===== src/rtl/jt12_sh_slot.sv =====
// jt12_sh_slot
//   Slot-indexed shift register: a chain of `stages` registers, each `width`
//   bits wide, advanced on clock-enabled edges. A slot counter tracks which
//   revolution position is being written into stage 0, so the value leaving
//   on `drop` while slot==s is the value written at slot s one revolution ago.
//
// Parameters
//   width   bit width of each stage
//   stages  delay depth in slots (1..64)
//   rstval  reset value of every stage (truncated to width LSBs)
//
// Ports
//   clk      in   rising-edge clock
//   rst_n    in   asynchronous active-low reset
//   cen      in   clock enable; state only advances when high
//   hold     in   recirculate drop into stage 0 instead of din
//   din      in   [width] data into stage 0
//   drop     out  [width] last stage contents
//   slot     out  [SW] current slot index, SW = max(1, clog2(stages))
//   zero     out  high while slot == 0
//
// Optional feature (macro JT12_SH_TAP_EN)
//   tap_sel  in   [SW] stage index to observe
//   tap      out  [width] stage[tap_sel], 0 when tap_sel >= stages
module jt12_sh_slot #(
  parameter int width  = 5,
  parameter int stages = 24,
  parameter int rstval = 0,
  localparam int SW    = (stages > 1) ? $clog2(stages) : 1
) (
  input  logic             clk,
  input  logic             rst_n,
  input  logic             cen,
  input  logic             hold,
  input  logic [width-1:0] din,
  output logic [width-1:0] drop,
  output logic [SW-1:0]    slot,
  output logic             zero
`ifdef JT12_SH_TAP_EN
  ,
  input  logic [SW-1:0]    tap_sel,
  output logic [width-1:0] tap
`endif
);

  localparam logic [width-1:0] RSTV = width'(rstval);
  localparam logic [SW-1:0]    LAST = SW'(stages - 1);

  logic [width-1:0] r_stage [stages];
  logic [SW-1:0]    r_slot;
  logic [width-1:0] w_feed;

  // hold wins over din so a recirculating ring never picks up new data
  assign w_feed = hold ? r_stage[stages-1] : din;

  always_ff @(posedge clk or negedge rst_n) begin
    if (!rst_n) begin
      for (int k = 0; k < stages; k++) r_stage[k] <= RSTV;
    end else if (cen) begin
      r_stage[0] <= w_feed;
      for (int k = 1; k < stages; k++) r_stage[k] <= r_stage[k-1];
    end
  end

  always_ff @(posedge clk or negedge rst_n) begin
    if (!rst_n) begin
      r_slot <= '0;
    end else if (cen) begin
      r_slot <= (r_slot == LAST) ? '0 : r_slot + 1'b1;
    end
  end

  assign drop = r_stage[stages-1];
  assign slot = r_slot;
  assign zero = (r_slot == '0);

`ifdef JT12_SH_TAP_EN
  always_comb begin
    tap = '0;
    if (int'(tap_sel) < stages) tap = r_stage[tap_sel];
  end
`endif

endmodule


===== config.mk =====
export PLATFORM = sky130hd
export DESIGN_NAME = jt12_sh_slot
export DESIGN_NICKNAME = d
export VERILOG_FILES = /design/src/rtl/jt12_sh_slot.sv
export SDC_FILE = /design/constraint.sdc
export NUM_CORES = 1
export LEC_CHECK = 0
export BUFFER_PORTS_ARGS = -buffer_cell sky130_fd_sc_hd__clkbuf_2
export CAP_MARGIN = 20
export CORE_UTILIZATION = 28
export CTS_CLUSTER_SIZE = 30
export DETAILED_ROUTE_END_ITERATION = 8
export SLEW_MARGIN = 10
export SYNTH_ARGS = -nofsm -noshare
export SYNTH_HDL_FRONTEND = slang
export SYNTH_SLANG_ARGS = --single-unit
export TNS_END_PERCENT = 10

===== constraint.sdc =====
create_clock -name clk -period 2.2 [get_ports clk]
set_input_delay 0.11 -clock clk [delete_from_list [all_inputs] [get_ports clk]]
set_output_delay 0.11 -clock clk [all_outputs]
set_load 0.05 [all_outputs]

==> key figures, run 1 <==
Synth
  • Synthesized area: 5079 µm²
  • Syn avg cell area: 17.22 µm²
  • Post-synth top area share: 61.59%
  • Yosys reg bits: 125
  • Post-Syn Instances: 295
  • Ys async rst share: 100.0%
  • Seq/Total Area, Yosys: 61.59%
  • Top area cells in the synthesized netlist: dfrtp_1 (62%), mux2_4 (20%), mux2_2 (11%)
  • EDFF count, synth: 0
  • Top cells by count, synth: dfrtp_1 (125), mux2_4 (67), mux2_2 (48)
  • Mapped Nets: 306
  • Synth cell types: 22
  • Cell with the most instances after synthesis: dfrtp_1
  • Yosys top cell by area: dfrtp_1
  • Synth Flop Type: dfrtp_1
  • Synth warn: 0

Placed design
  • GPL Wtd Cong: 0.6833
  • Dpl hpwl: 4422 µm
  • Port bufs: 19

STA
  • Setup Skew: 6.908 ps
  • Final Slew Violations: 0
  • F_max: 578.0 MHz
  • Tcrit/Tclk final: 78.64%
  • Hold Vio Cnt, Final: 0
  • Worst hold slack: 13.94 ps
  • Min Tclk post-route: 1730 ps
  • Final setup viols: 0
  • Slew @ Worst Pin: 674.8 ps
  • RSZ-0062 raised after global routing: false
  • Setup_tns: 0 ps
  • Relative slew slack: 55.02%

Clock tree
  • CTS tree: done
  • Worst skew pair latency: 400 ps
  • Root buf cell: clkbuf_16
  • Sink Count: 125
  • TritonCTS buffer count: 17
  • Reg clk slew, reported paths: 50 ps
  • # H-tree levels: 4
  • Clk buf depth: 2

Floorplanning
  • CORE AREA: 17480 µm²
  • Ports: 20
  • Die height: 136.7 µm
  • Row count: 48
  • Die W: 136.7 µm
  • Die ar.: 18680 µm²
  • Starting Density: 29.06%

Min path
  • Hold crit path type: input pin to flip-flop
  • Min-Delay Endpoint: r_stage[118]
  • Hold Path Stages: 3
  • Worst Min Path Start: din[3]

Drt
  • Routed wire length per instance: 13.02 µm
  • Drt drc: 0
  • Initial drt markers: 139
  • Total iterations of the first detailed-routing run: 3
  • Via count: 2327
  • Routed vias/inst: 4.178
  • Antenna-violating nets left: 0
  • Routed Wire Length: 7252 µm

GRT
  • Number of global-route vias before repair: 2545
  • Global route total overflow: 0
  • First-pass GRT wire length: 12750 µm
  • Largest net degree at the start of global routing: 52
  • Initial antenna violation count: 0
  • Total track usage: 8.946%

Pwr
  • VDD IR max: 0.6494 mV
  • Lkg Pwr: 0.002792 µW
  • Internal power: 6328 µW
  • Pwr Density: 1447 nW/µm²
  • Sequential power share: 45.4%
  • Power share of the clock group: 31.8%
  • P_sw: 2324 µW
  • Sw frac: 26.86%
  • Combinational fraction of design power: 22.8%

Worst setup path
  • Largest stage delay, worst path: 430 ps
  • Worst reg2reg setup slack: 950 ps
  • CP Class: flip-flop to output pin
  • Critical R2R Launch: slot[0]
  • CP startpoint kind: flip-flop
  • Slowest cell on crit path: dfrtp_1
  • Worst EP required: 2090 ps
  • CP Capture Type: output pin
  • Cells along the critical path: inv_1 > ha_1 > nor4b_2 > clkbuf_2
  • Peak fanout along the critical path: 6
  • Worst r2r path cells: 3
  • Worst r2r dst: slot[4]
  • Crit path DAT: 1620 ps

Flow run
  • Max Cap Violations: 0

Outcome
  • Status: finished clean

Cells and area
  • Net count, final: 330
  • Filler cell count: 1653
  • Antenna fix cells: 0
  • Share of cells above drive strength 1: 51.81%
  • Syn-to-layout area delta: 17.71%
[critical path, delay by kind of cell, from the launching register on]
kind / cells / cell delay, ps
DFF: 1 / 430
buffers and inverters: 2 / 420
and+or+nand+nor: 1 / 240
adders and majority gates: 1 / 130
[how the worst max path moves through the flow]
stage / start / end / slack, ps / depth (start not counted)
after CTS: slot[0] / zero / 410 / 4
final: slot[0] / zero / 470 / 4
after global placement: slot[0] / zero / 850 / 4
after detailed placement: slot[0] / zero / 850 / 4
after floorplan: slot[1] / zero / 360 / 3
after global routing: slot[0] / zero / 380 / 4
[kinds of logic after synthesis]
logic type,synth area share [%]
and+or+nand+nor,1.478
AOI/OAI and AO/OA,0.7884
muxes,31.88
adders and majority gates,0.4927
xor gates and xnor gates,0.1725
buffers and inverters,3.597
DFF,61.59
[cell usage in the layout, fill, tap and decap left out]
master | netlist | layout
buf_12 | 0 | 3
clkbuf_1 | 0 | 1
mux2_4 | 67 | 67
clkinvlp_4 | 0 | 3
buf_4 | 6 | 4
mux2_2 | 48 | 48
clkbuf_8 | 0 | 1
clkinv_2 | 0 | 7
a21oi_1 | 6 | 6
nand4_1 | 1 | 1
nand3_1 | 1 | 1
nand2_1 | 2 | 2
o21ai_0 | 2 | 2
mux2_1 | 2 | 2
bufinv_16 | 0 | 3
inv_1 | 2 | 2
nor2_1 | 5 | 5
xnor2_1 | 1 | 1
nand2b_1 | 2 | 2
buf_6 | 9 | 1
ha_1 | 2 | 2
mux2i_1 | 5 | 5
clkbuf_2 | 0 | 17
nor4b_2 | 0 | 1
nor2b_1 | 1 | 1
clkbuf_16 | 0 | 17
and4b_1 | 1 | 1
dlygate4sd3_1 | 0 | 1
dfrtp_1 | 125 | 125
[cell type report]
cell class | instances | area [µm²] | area share [%]
tap | 225 | 281.5 | 4.709
clock inverter | 13 | 147.6 | 2.470
inverter | 2 | 7.507 | 0.1256
sequential | 125 | 3128 | 52.32
timing repair buffer | 26 | 196.4 | 3.286
clock buffer | 19 | 442.9 | 7.409
multi-input combinational | 147 | 1774 | 29.68
[per-layer routing]
metal | GRT usage (%) | wire length [µm] | vias to the layer above
met1 | 11.74 | 3428 | 1226
met4 | 3.148 | 72 | 0
li1 | - | - | 1075
met2 | 12.86 | 3448 | 19
met3 | 4.111 | 303 | 7
met5 | 0 | 0 | -
[what timing repair did]
item,in CTS,in global routing
hold buffers,1,0
resized for setup,0,0
buffers inserted,0,0
hold endpoints to repair,48,0
[through the flow]
stage               setup slack, ps  power (µW)  utilization (%)  instance area [µm²]  instances
detailed placement            854.0        5962            30.77                 5378        524
global placement              853.8        5886            30.77                 5378        524
floorplan                     361.5        5535                -                 5085        295
finish                        470.0        8652            34.21                 5978        557
CTS                           412.2        8790            34.21                 5978        557
global route                  376.4        9166            34.21                 5978        557
[power groups by stage]
| stage | Clock, µW | Combinational [µW] | Sequential [µW] |
|---|---|---|---|
| 2_1_floorplan | 0 | 1650 | 3890 |
| 6_report | 2750 | 1980 | 3930 |
| 3_3_place_gp | 0 | 1960 | 3930 |
| 5_1_grt | 2940 | 2140 | 4080 |
| 3_5_place_dp | 0 | 2000 | 3960 |
| 4_1_cts | 2840 | 2010 | 3940 |
[registers in the layout, indices dropped and copies added, names as in the netlist]
name,cells
r_stage,115
drop,5
slot,5
No activity file was read; power rests on OpenSTA's default activity.
==> run 2, diff against run 1 <==
--- a/config.mk
+++ b/config.mk
@@ -5,6 +5,7 @@
 export SDC_FILE = /design/constraint.sdc
 export NUM_CORES = 1
 export LEC_CHECK = 0
+export ABC_AREA = 1
 export BUFFER_PORTS_ARGS = -buffer_cell sky130_fd_sc_hd__clkbuf_2
 export CAP_MARGIN = 20
 export CORE_UTILIZATION = 28
==> constraint.sdc (replaced) <==
create_clock -name clk -period 1.7 [get_ports clk]
set_input_delay 0.085 -clock clk [delete_from_list [all_inputs] [get_ports clk]]
set_output_delay 0.085 -clock clk [all_outputs]
set_load 0.05 [all_outputs]
==> run 2 against run 1 <==
Net effect:
- via count increased by 45%
- power fell by 2.0%
- sequential share of layout area is 2.0 points higher
- global-route usage rose by 1.5 points
- synthesized area shrank 4.3%
- non-clock buffer count rose by 4
- combinational power down 41%
==> key figures, run 2 <==
Outcome
  • Status: finished clean (unchanged)

Cells and area
  • Filler cell count: 1708 (was 1653)
  • Largest register FFs: 115 (unchanged)
  • Net count, final: 580 (was 330)
  • Most common cell after layout, fill and taps aside: nand2_1 (was dfrtp_1)
  • Largest Register: r_stage (unchanged)
  • Syn-to-layout area delta: 18.56% (was 17.71%)
  • Commonest non-fill, non-tap cells in the layout: nand2_1 (343), dfrtp_1 (125), o21ai_0 (19), clkbuf_16 (17), clkbuf_2 (16) (was dfrtp_1 (125), mux2_4 (67), mux2_2 (48), clkbuf_16 (17), clkbuf_2 (17))
  • Share of cells above drive strength 1: 9.672% (was 51.81%)
  • Antenna fix cells: 0 (unchanged)

Floorplanning
  • Die W: 133.8 µm (was 136.7 µm)
  • Ports: 20 (unchanged)
  • Die height: 133.8 µm (was 136.7 µm)
  • Starting Density: 29.00% (was 29.06%)
  • Row count: 47 (was 48)
  • CORE AREA: 16760 µm² (was 17480 µm²)
  • Die ar.: 17890 µm² (was 18680 µm²)

Pwr
  • Pwr Density: 1472 nW/µm² (was 1447 nW/µm²)
  • Internal power: 6158 µW (was 6328 µW)
  • Power share of the clock group: 41.4% (was 31.8%)
  • Sw frac: 27.39% (was 26.86%)
  • Combinational fraction of design power: 13.7% (was 22.8%)
  • VDD IR max: 0.9112 mV (was 0.6494 mV)
  • P_sw: 2323 µW (was 2324 µW)
  • Lkg Pwr: 0.003162 µW (was 0.002792 µW)
  • Sequential power share: 44.8% (was 45.4%)

Synth
  • Synth Flop Type: dfrtp_1 (unchanged)
  • Post-Syn Instances: 552 (was 295)
  • Post-synthesis mux area share: 0% (was 31.88%)
  • Cell with the most instances after synthesis: nand2_1 (was dfrtp_1)
  • Adder-Cell Fraction of Synth Area: 0.5148% (was 0.4927%)
  • Synth Area in XOR/XNOR: 0.1802% (was 0.1725%)
  • Simple-gate share of the synthesized area: 27.90% (was 1.478%)
  • Syn avg cell area: 8.806 µm² (was 17.22 µm²)
  • Synth warn: 0 (unchanged)
  • Synthesized area: 4861 µm² (was 5079 µm²)
  • Main combinational cell family by area after synthesis: simple AND/OR/NAND/NOR gates (was multiplexers)
  • Top area cells in the synthesized netlist: dfrtp_1 (64%), nand2_1 (26%), buf_2 (2.0%) (was dfrtp_1 (62%), mux2_4 (20%), mux2_2 (11%))
  • Yosys reg bits: 125 (unchanged)
  • Synth Area in Compound Gates: 2.162% (was 0.7884%)
  • EDFF count, synth: 0 (unchanged)
  • Yosys top cell by area: dfrtp_1 (unchanged)
  • Synth cell types: 16 (was 22)
  • Top cells by count, synth: nand2_1 (343), dfrtp_1 (125), buf_2 (19), o21ai_0 (19), inv_1 (13) (was dfrtp_1 (125), mux2_4 (67), mux2_2 (48))
  • Seq/Total Area, Yosys: 64.35% (was 61.59%)
  • Post-synth top area share: 64.35% (was 61.59%)
  • Ys async rst share: 100.0% (unchanged)
  • Mapped Nets: 563 (was 306)

Min path
  • Hold crit path type: input pin to flip-flop (unchanged)

GRT
  • First-pass GRT wire length: 14990 µm (was 12750 µm)
  • Number of global-route vias before repair: 3296 (was 2545)
  • Gr busiest metal: met2 (unchanged)
  • Largest net degree at the start of global routing: 128 (was 52)
  • Global route total overflow: 0 (unchanged)
  • Initial antenna violation count: 0 (unchanged)
  • Routing usage on met3: 3.044% (was 4.111%)
  • Met2 Usage GRT: 15.98% (was 12.86%)
  • Met1 Track Usage GR: 13.72% (was 11.74%)
  • Total track usage: 10.47% (was 8.946%)

Clock tree
  • Clk buf depth: 2 (unchanged)
  • Worst skew pair latency: 400 ps (about the same)
  • Sink Count: 125 (unchanged)
  • CTS tree: done (unchanged)
  • TritonCTS buffer count: 17 (unchanged)
  • Root buf cell: clkbuf_16 (unchanged)
  • Post-CTS Setup Bufs: 0 (unchanged)
  • # H-tree levels: 4 (unchanged)
  • Reg clk slew, reported paths: 50 ps (about the same)

STA
  • Hold Vio Cnt, Final: 0 (unchanged)
  • Slew @ Worst Pin: 672.7 ps (was 674.8 ps)
  • Setup Skew: 6.295 ps (was 6.908 ps)
  • Final setup viols: 0 (unchanged)
  • Fin worst setup slack: 141.0 ps (was 470.0 ps)
  • Relative slew slack: 55.15% (was 55.02%)
  • RSZ-0062 raised after global routing: false (unchanged)
  • Setup_tns: 0 ps (unchanged)
  • Min Tclk post-route: 1559 ps
  • Final Slew Violations: 0 (unchanged)
  • Worst hold slack: 8.239 ps (was 13.94 ps)
  • Tcrit/Tclk final: 91.70%
  • F_max: 641.5 MHz

Drt
  • Drt drc: 0 (unchanged)
  • Routed vias/inst: 4.215 (was 4.178)
  • Initial drt markers: 254 (was 139)
  • Antenna-violating nets left: 0 (unchanged)
  • Total iterations of the first detailed-routing run: 4 (was 3)
  • Via count: 3368 (was 2327)
  • Routed Wire Length: 8124 µm (was 7252 µm)
  • Routed wire length per instance: 10.17 µm (was 13.02 µm)

Worst setup path
  • Largest stage delay, worst path: 420 ps (was 430 ps)
  • CP Class: flip-flop to output pin (unchanged)
  • Slowest cell on crit path: dfrtp_1 (unchanged)
  • CP startpoint kind: flip-flop (unchanged)
  • Cells along the critical path: inv_1 > ha_1 > nand3_1 > nor2_1 > buf_2 (was inv_1 > ha_1 > nor4b_2 > clkbuf_2)
  • Delay-heaviest family, CP: flip-flops (unchanged)
  • CP Capture Type: output pin (unchanged)
  • Peak fanout along the critical path: 5 (was 6)
  • Worst EP required: 1620 ps (was 2090 ps)
  • Crit path DAT: 1470 ps (was 1620 ps)
  • WP buf/inv: 2 (unchanged)

Placed design
  • Port bufs: 19 (unchanged)
  • Dpl hpwl: 4322 µm (was 4422 µm)
  • GPL Wtd Cong: 0.6700 (was 0.6833)
  • Worst slack, placed: 536.9 ps (was 854.0 ps)

Flow run
  • Max Cap Violations: 0 (unchanged)
## run 2: cell count changes after synthesis, sizes merged, moves of 5 or more
cell / delta
inv: +11
mux2: -117
nand2: +341
buf: +9
mux2i: -5
nor2: +5
a21oi: -5
o21ai: +18
## run 2: worst paths after layout
| path | slack [ps] | depth (start not counted) | startpoint | end |
|---|---|---|---|---|
| worst max-delay path | 140 | 5 | slot[0] | zero |
| worst min-delay path | 8 | 3 | din[0] | r_stage[115] |
| worst max register to register | 600 | 6 | slot[0] | slot[0] |
| worst min register to register | 470 | 2 | r_stage[105] | r_stage[100] |
| max in group asynchronous | 880 | 3 | rst_n | r_stage[103] |
| min in group asynchronous | 300 | 3 | rst_n | r_stage[52] |
## run 2: metrics by stage
stage | utilization, % | cell area, µm² | std cells | power, µW
after global placement | 30.62 | 5131 | 765 | 5002
after global routing | 34.39 | 5763 | 799 | 8943
final | 34.39 | 5763 | 799 | 8481
after detailed placement | 30.62 | 5131 | 765 | 5017
after floorplan | - | 4861 | 552 | 4709
after CTS | 34.39 | 5763 | 799 | 8582
## run 2: area by class of cell
type                            instances  area [µm²]  share of cell area [%]
Sequential cell                       125        3128                   54.28
Multi-Input combinational cell        382        1495                   25.94
Clock buffer                           22       494.2                   8.576
Tap cell                              220       275.3                   4.776
Timing Repair Buffer                   30       232.7                   4.038
Clock inverter                          7       87.58                   1.520
Inverter                               13       50.05                  0.8684
## run 2: kinds of logic after synthesis
family	Yosys count
AO/OA/AOI/OAI	21
XOR/XNOR	1
adder cells (fa/ha/maj)	2
buffers and inverters	45
flip-flops	125
AND/OR/NAND/NOR	358
## run 2: tightest hold or removal path: stages
cell and delay (ps):
clkbuf_2 90, o21ai_0 60, o21ai_0 140
## run 2: power by group through the flow
| stage | combinational, µW | sequential (µW) | clock [µW] |
|---|---|---|---|
| floorplan | 730 | 3980 | 0 |
| global placement | 1170 | 3840 | 0 |
| detailed placement | 1180 | 3840 | 0 |
| CTS | 1190 | 3800 | 3590 |
| global route | 1350 | 3870 | 3720 |
| finish | 1170 | 3800 | 3510 |
## run 2: repair_timing
| action | in CTS | in global routing |
|---|---|---|
| gates resized for setup | 0 | 1 |
| setup endpoints to repair | 0 | 1 |
| hold endpoints to repair | 129 | 0 |
| hold buffers | 5 | 0 |
## run 2: layer usage
layer / vias to the layer above / share of wire, %
li1: 1701 / -
met1: 1612 / 52
met2: 42 / 43
met3: 13 / 3.5
met4: 0 / 1.6
met5: - / 0
==> run 3, diff against run 2 <==
--- a/config.mk
+++ b/config.mk
@@ -8,9 +8,12 @@
 export ABC_AREA = 1
 export BUFFER_PORTS_ARGS = -buffer_cell sky130_fd_sc_hd__clkbuf_2
 export CAP_MARGIN = 20
+export CELL_PAD_IN_SITES_DETAIL_PLACEMENT = 1
+export CELL_PAD_IN_SITES_GLOBAL_PLACEMENT = 1
 export CORE_UTILIZATION = 28
 export CTS_CLUSTER_SIZE = 30
 export DETAILED_ROUTE_END_ITERATION = 8
+export PLACE_DENSITY_LB_ADDON = 0.1
 export SLEW_MARGIN = 10
 export SYNTH_ARGS = -nofsm -noshare
 export SYNTH_HDL_FRONTEND = slang
==> run 3 against run 2 <==
Net effect:
- die area unchanged
- setup slack got worse by 19 ps
- non-clock buffer count is 4 higher
- sequential share of layout area fell by 0.082 points
- critical path depth is the same
- via count increased by 3.4%
- global-route usage grew 2.1 points
- clock power is 1% lower
- critical endpoint unchanged
- highest routed layer unchanged
==> key figures, run 3 (synthesized netlist as in run 2, its figures left out) <==
Cells and area
  • Antenna fix cells: 0 (unchanged)
  • Syn-to-layout area delta: 18.74% (was 18.56%)
  • FF+latch area: 3128 µm² (unchanged)
  • Largest Register: r_stage (unchanged)
  • Multi-input gate area: 1495 µm² (unchanged)
  • Filler cell count: 1979 (was 1708)
  • Most common cell after layout, fill and taps aside: nand2_1 (unchanged)
  • Net count, final: 584 (was 580)
  • Commonest non-fill, non-tap cells in the layout: nand2_1 (343), dfrtp_1 (125), o21ai_0 (19), clkbuf_16 (17), clkbuf_2 (16) (unchanged)
  • Share of cells above drive strength 1: 9.915% (was 9.672%)
  • Largest register FFs: 115 (unchanged)

Worst setup path
  • CP Class: flip-flop to output pin (unchanged)
  • Crit path DAT: 1490 ps (was 1470 ps)
  • Worst path depth: 5 (unchanged)
  • Worst EP required: 1620 ps (about the same)
  • CP endpoint: zero (unchanged)
  • CP startpoint kind: flip-flop (unchanged)
  • Largest stage delay, worst path: 440 ps (was 420 ps)
  • Worst reg2reg setup slack: 550 ps (was 600 ps)
  • Worst r2r path cells: 6 (unchanged)
  • Peak fanout along the critical path: 5 (unchanged)
  • Worst r2r dst: slot[0] (unchanged)
  • CP Capture Type: output pin (unchanged)
  • Cells along the critical path: inv_1 > ha_1 > nand3_1 > nor2_1 > clkbuf_4 (was inv_1 > ha_1 > nand3_1 > nor2_1 > buf_2)
  • Delay-heaviest family, CP: flip-flops (unchanged)
  • WP buf/inv: 2 (unchanged)
  • CP Launch Point: slot[0] (unchanged)
  • Slowest cell on crit path: dfrtp_1 (unchanged)
  • Critical R2R Launch: slot[0] (unchanged)

GRT
  • First-pass GRT wire length: 17640 µm (was 14990 µm)
  • Largest net degree at the start of global routing: 73 (was 128)
  • Number of global-route vias before repair: 3809 (was 3296)
  • Global route total overflow: 0 (unchanged)
  • Total track usage: 12.56% (was 10.47%)
  • Initial antenna violation count: 0 (unchanged)

Clock tree
  • Reg clk slew, reported paths: 50 ps (about the same)
  • Root buf cell: clkbuf_16 (unchanged)
  • CTS tree: done (unchanged)
  • Clk buf depth: 2 (unchanged)
  • TritonCTS buffer count: 17 (unchanged)
  • Worst skew pair latency: 400 ps (about the same)
  • # H-tree levels: 4 (unchanged)
  • Sink Count: 125 (unchanged)

STA
  • Final setup viols: 0 (unchanged)
  • F_max: 633.8 MHz (was 641.5 MHz)
  • Hold Vio Cnt, Final: 0 (unchanged)
  • Final Slew Violations: 0 (unchanged)
  • Relative slew slack: 65.53% (was 55.15%)
  • Slew @ Worst Pin: 517.0 ps (was 672.7 ps)
  • RSZ-0062 raised after global routing: false (unchanged)
  • Min Tclk post-route: 1578 ps (was 1559 ps)
  • Setup_tns: 0 ps (unchanged)
  • Setup Skew: 4.730 ps (was 6.295 ps)
  • Worst hold slack: 105.7 ps (was 8.239 ps)
  • Fin worst setup slack: 122.3 ps (was 141.0 ps)
  • Tcrit/Tclk final: 92.81% (was 91.70%)

Placed design
  • Worst slack, placed: 490.0 ps (was 536.9 ps)
  • Port bufs: 19 (unchanged)
  • GPL Wtd Cong: 0.6655 (was 0.6700)
  • Dpl hpwl: 5620 µm (was 4322 µm)

Drt
  • Total iterations of the first detailed-routing run: 6 (was 4)
  • Routed wire length per instance: 12.01 µm (was 10.17 µm)
  • Routed vias/inst: 4.328 (was 4.215)
  • Initial drt markers: 128 (was 254)
  • Antenna-violating nets left: 0 (unchanged)
  • Routed Wire Length: 9671 µm (was 8124 µm)
  • Drt drc: 0 (unchanged)
  • Via count: 3484 (was 3368)

Floorplanning
  • Die W: 133.8 µm (unchanged)
  • Starting Density: 29.00% (unchanged)
  • Die ar.: 17890 µm² (unchanged)
  • Ports: 20 (unchanged)
  • CORE AREA: 16760 µm² (unchanged)
  • Die height: 133.8 µm (unchanged)
  • Row count: 47 (unchanged)

Pwr
  • Pwr Density: 1468 nW/µm² (was 1472 nW/µm²)
  • Lkg Pwr: 0.003173 µW (was 0.003162 µW)
  • Total power: 8475 µW (was 8481 µW)
  • VDD IR max: 0.7269 mV (was 0.9112 mV)

Outcome
  • Status: finished clean (unchanged)

Min path
  • Hold crit path type: input pin to flip-flop (unchanged)

Flow run
  • Max Cap Violations: 0 (unchanged)
-- run 3: cell count changes in the layout (fill, tap and decap cells not counted) --
cell | previous run | this run
buf_12 | 3 | 2
buf_2 | 1 | 0
buf_4 | 5 | 9
clkbuf_1 | 0 | 3
clkbuf_4 | 0 | 1
clkbuf_8 | 5 | 3
clkinv_2 | 5 | 7
clkinvlp_4 | 1 | 0
dlygate4sd3_1 | 5 | 6
-- run 3: area by class of cell --
type                    count  area share (%)
flip-flops and latches    125           54.19
multi-input cells         382           25.90
clock inverters             8           1.561
well taps                 220           4.769
repair buffers             34           4.422
clock buffers              23           8.281
inverters                  13          0.8671
-- run 3: stage by stage --
stage | util [%] | cells | instance area [µm²]
global route | 34.44 | 805 | 5772
floorplan | - | 552 | 4861
global placement | 30.68 | 768 | 5141
CTS | 34.42 | 805 | 5769
finish | 34.44 | 805 | 5772
detailed placement | 30.68 | 768 | 5141
-- run 3: timing repair --
action,in CTS,in global routing
endpoints found under the setup margin,0,1
hold buffers,6,0
resized for setup,0,2
setup buffers,0,0
endpoints found under the hold margin,102,0
-- run 3: worst register-to-register path, stage by stage, from the launching register on --
cell and delay, ps:
dfrtp_1 440, ha_1 270, nand2_1 80, nor2_1 90
nand3_1 70, nand2_1 60, inv_1 40
-- run 3: worst min path at each step --
stage	startpoint	endpoint	slack, ps	depth (start not counted)
floorplan	rst_n	drop[0]	-210	0
global placement	rst_n	r_stage[37]	30	1
detailed placement	rst_n	r_stage[37]	30	1
CTS	hold	r_stage[116]	90	3
global route	hold	r_stage[118]	110	3
finish	hold	r_stage[118]	110	3
-- run 3: metal layers --
layer | routed length, µm | global-route usage [%] | up-vias
li1 | - | - | 1704
met1 | 4651 | 15.16 | 1744
met2 | 4626 | 20.41 | 26
met3 | 260 | 3.767 | 10
met4 | 131 | 6.061 | 0
met5 | 0 | 0 | -
-- run 3: where the power goes --
| group | leakage [µW] | internal, µW | switching (µW) | total, µW |
|---|---|---|---|---|
| combinational | 0.00122 | 364 | 839 | 1200 |
| clock | 0.000286 | 2250 | 1210 | 3460 |
| sequential | 0.00167 | 3490 | 321 | 3810 |
| total | 0.00317 | 6100 | 2380 | 8480 |
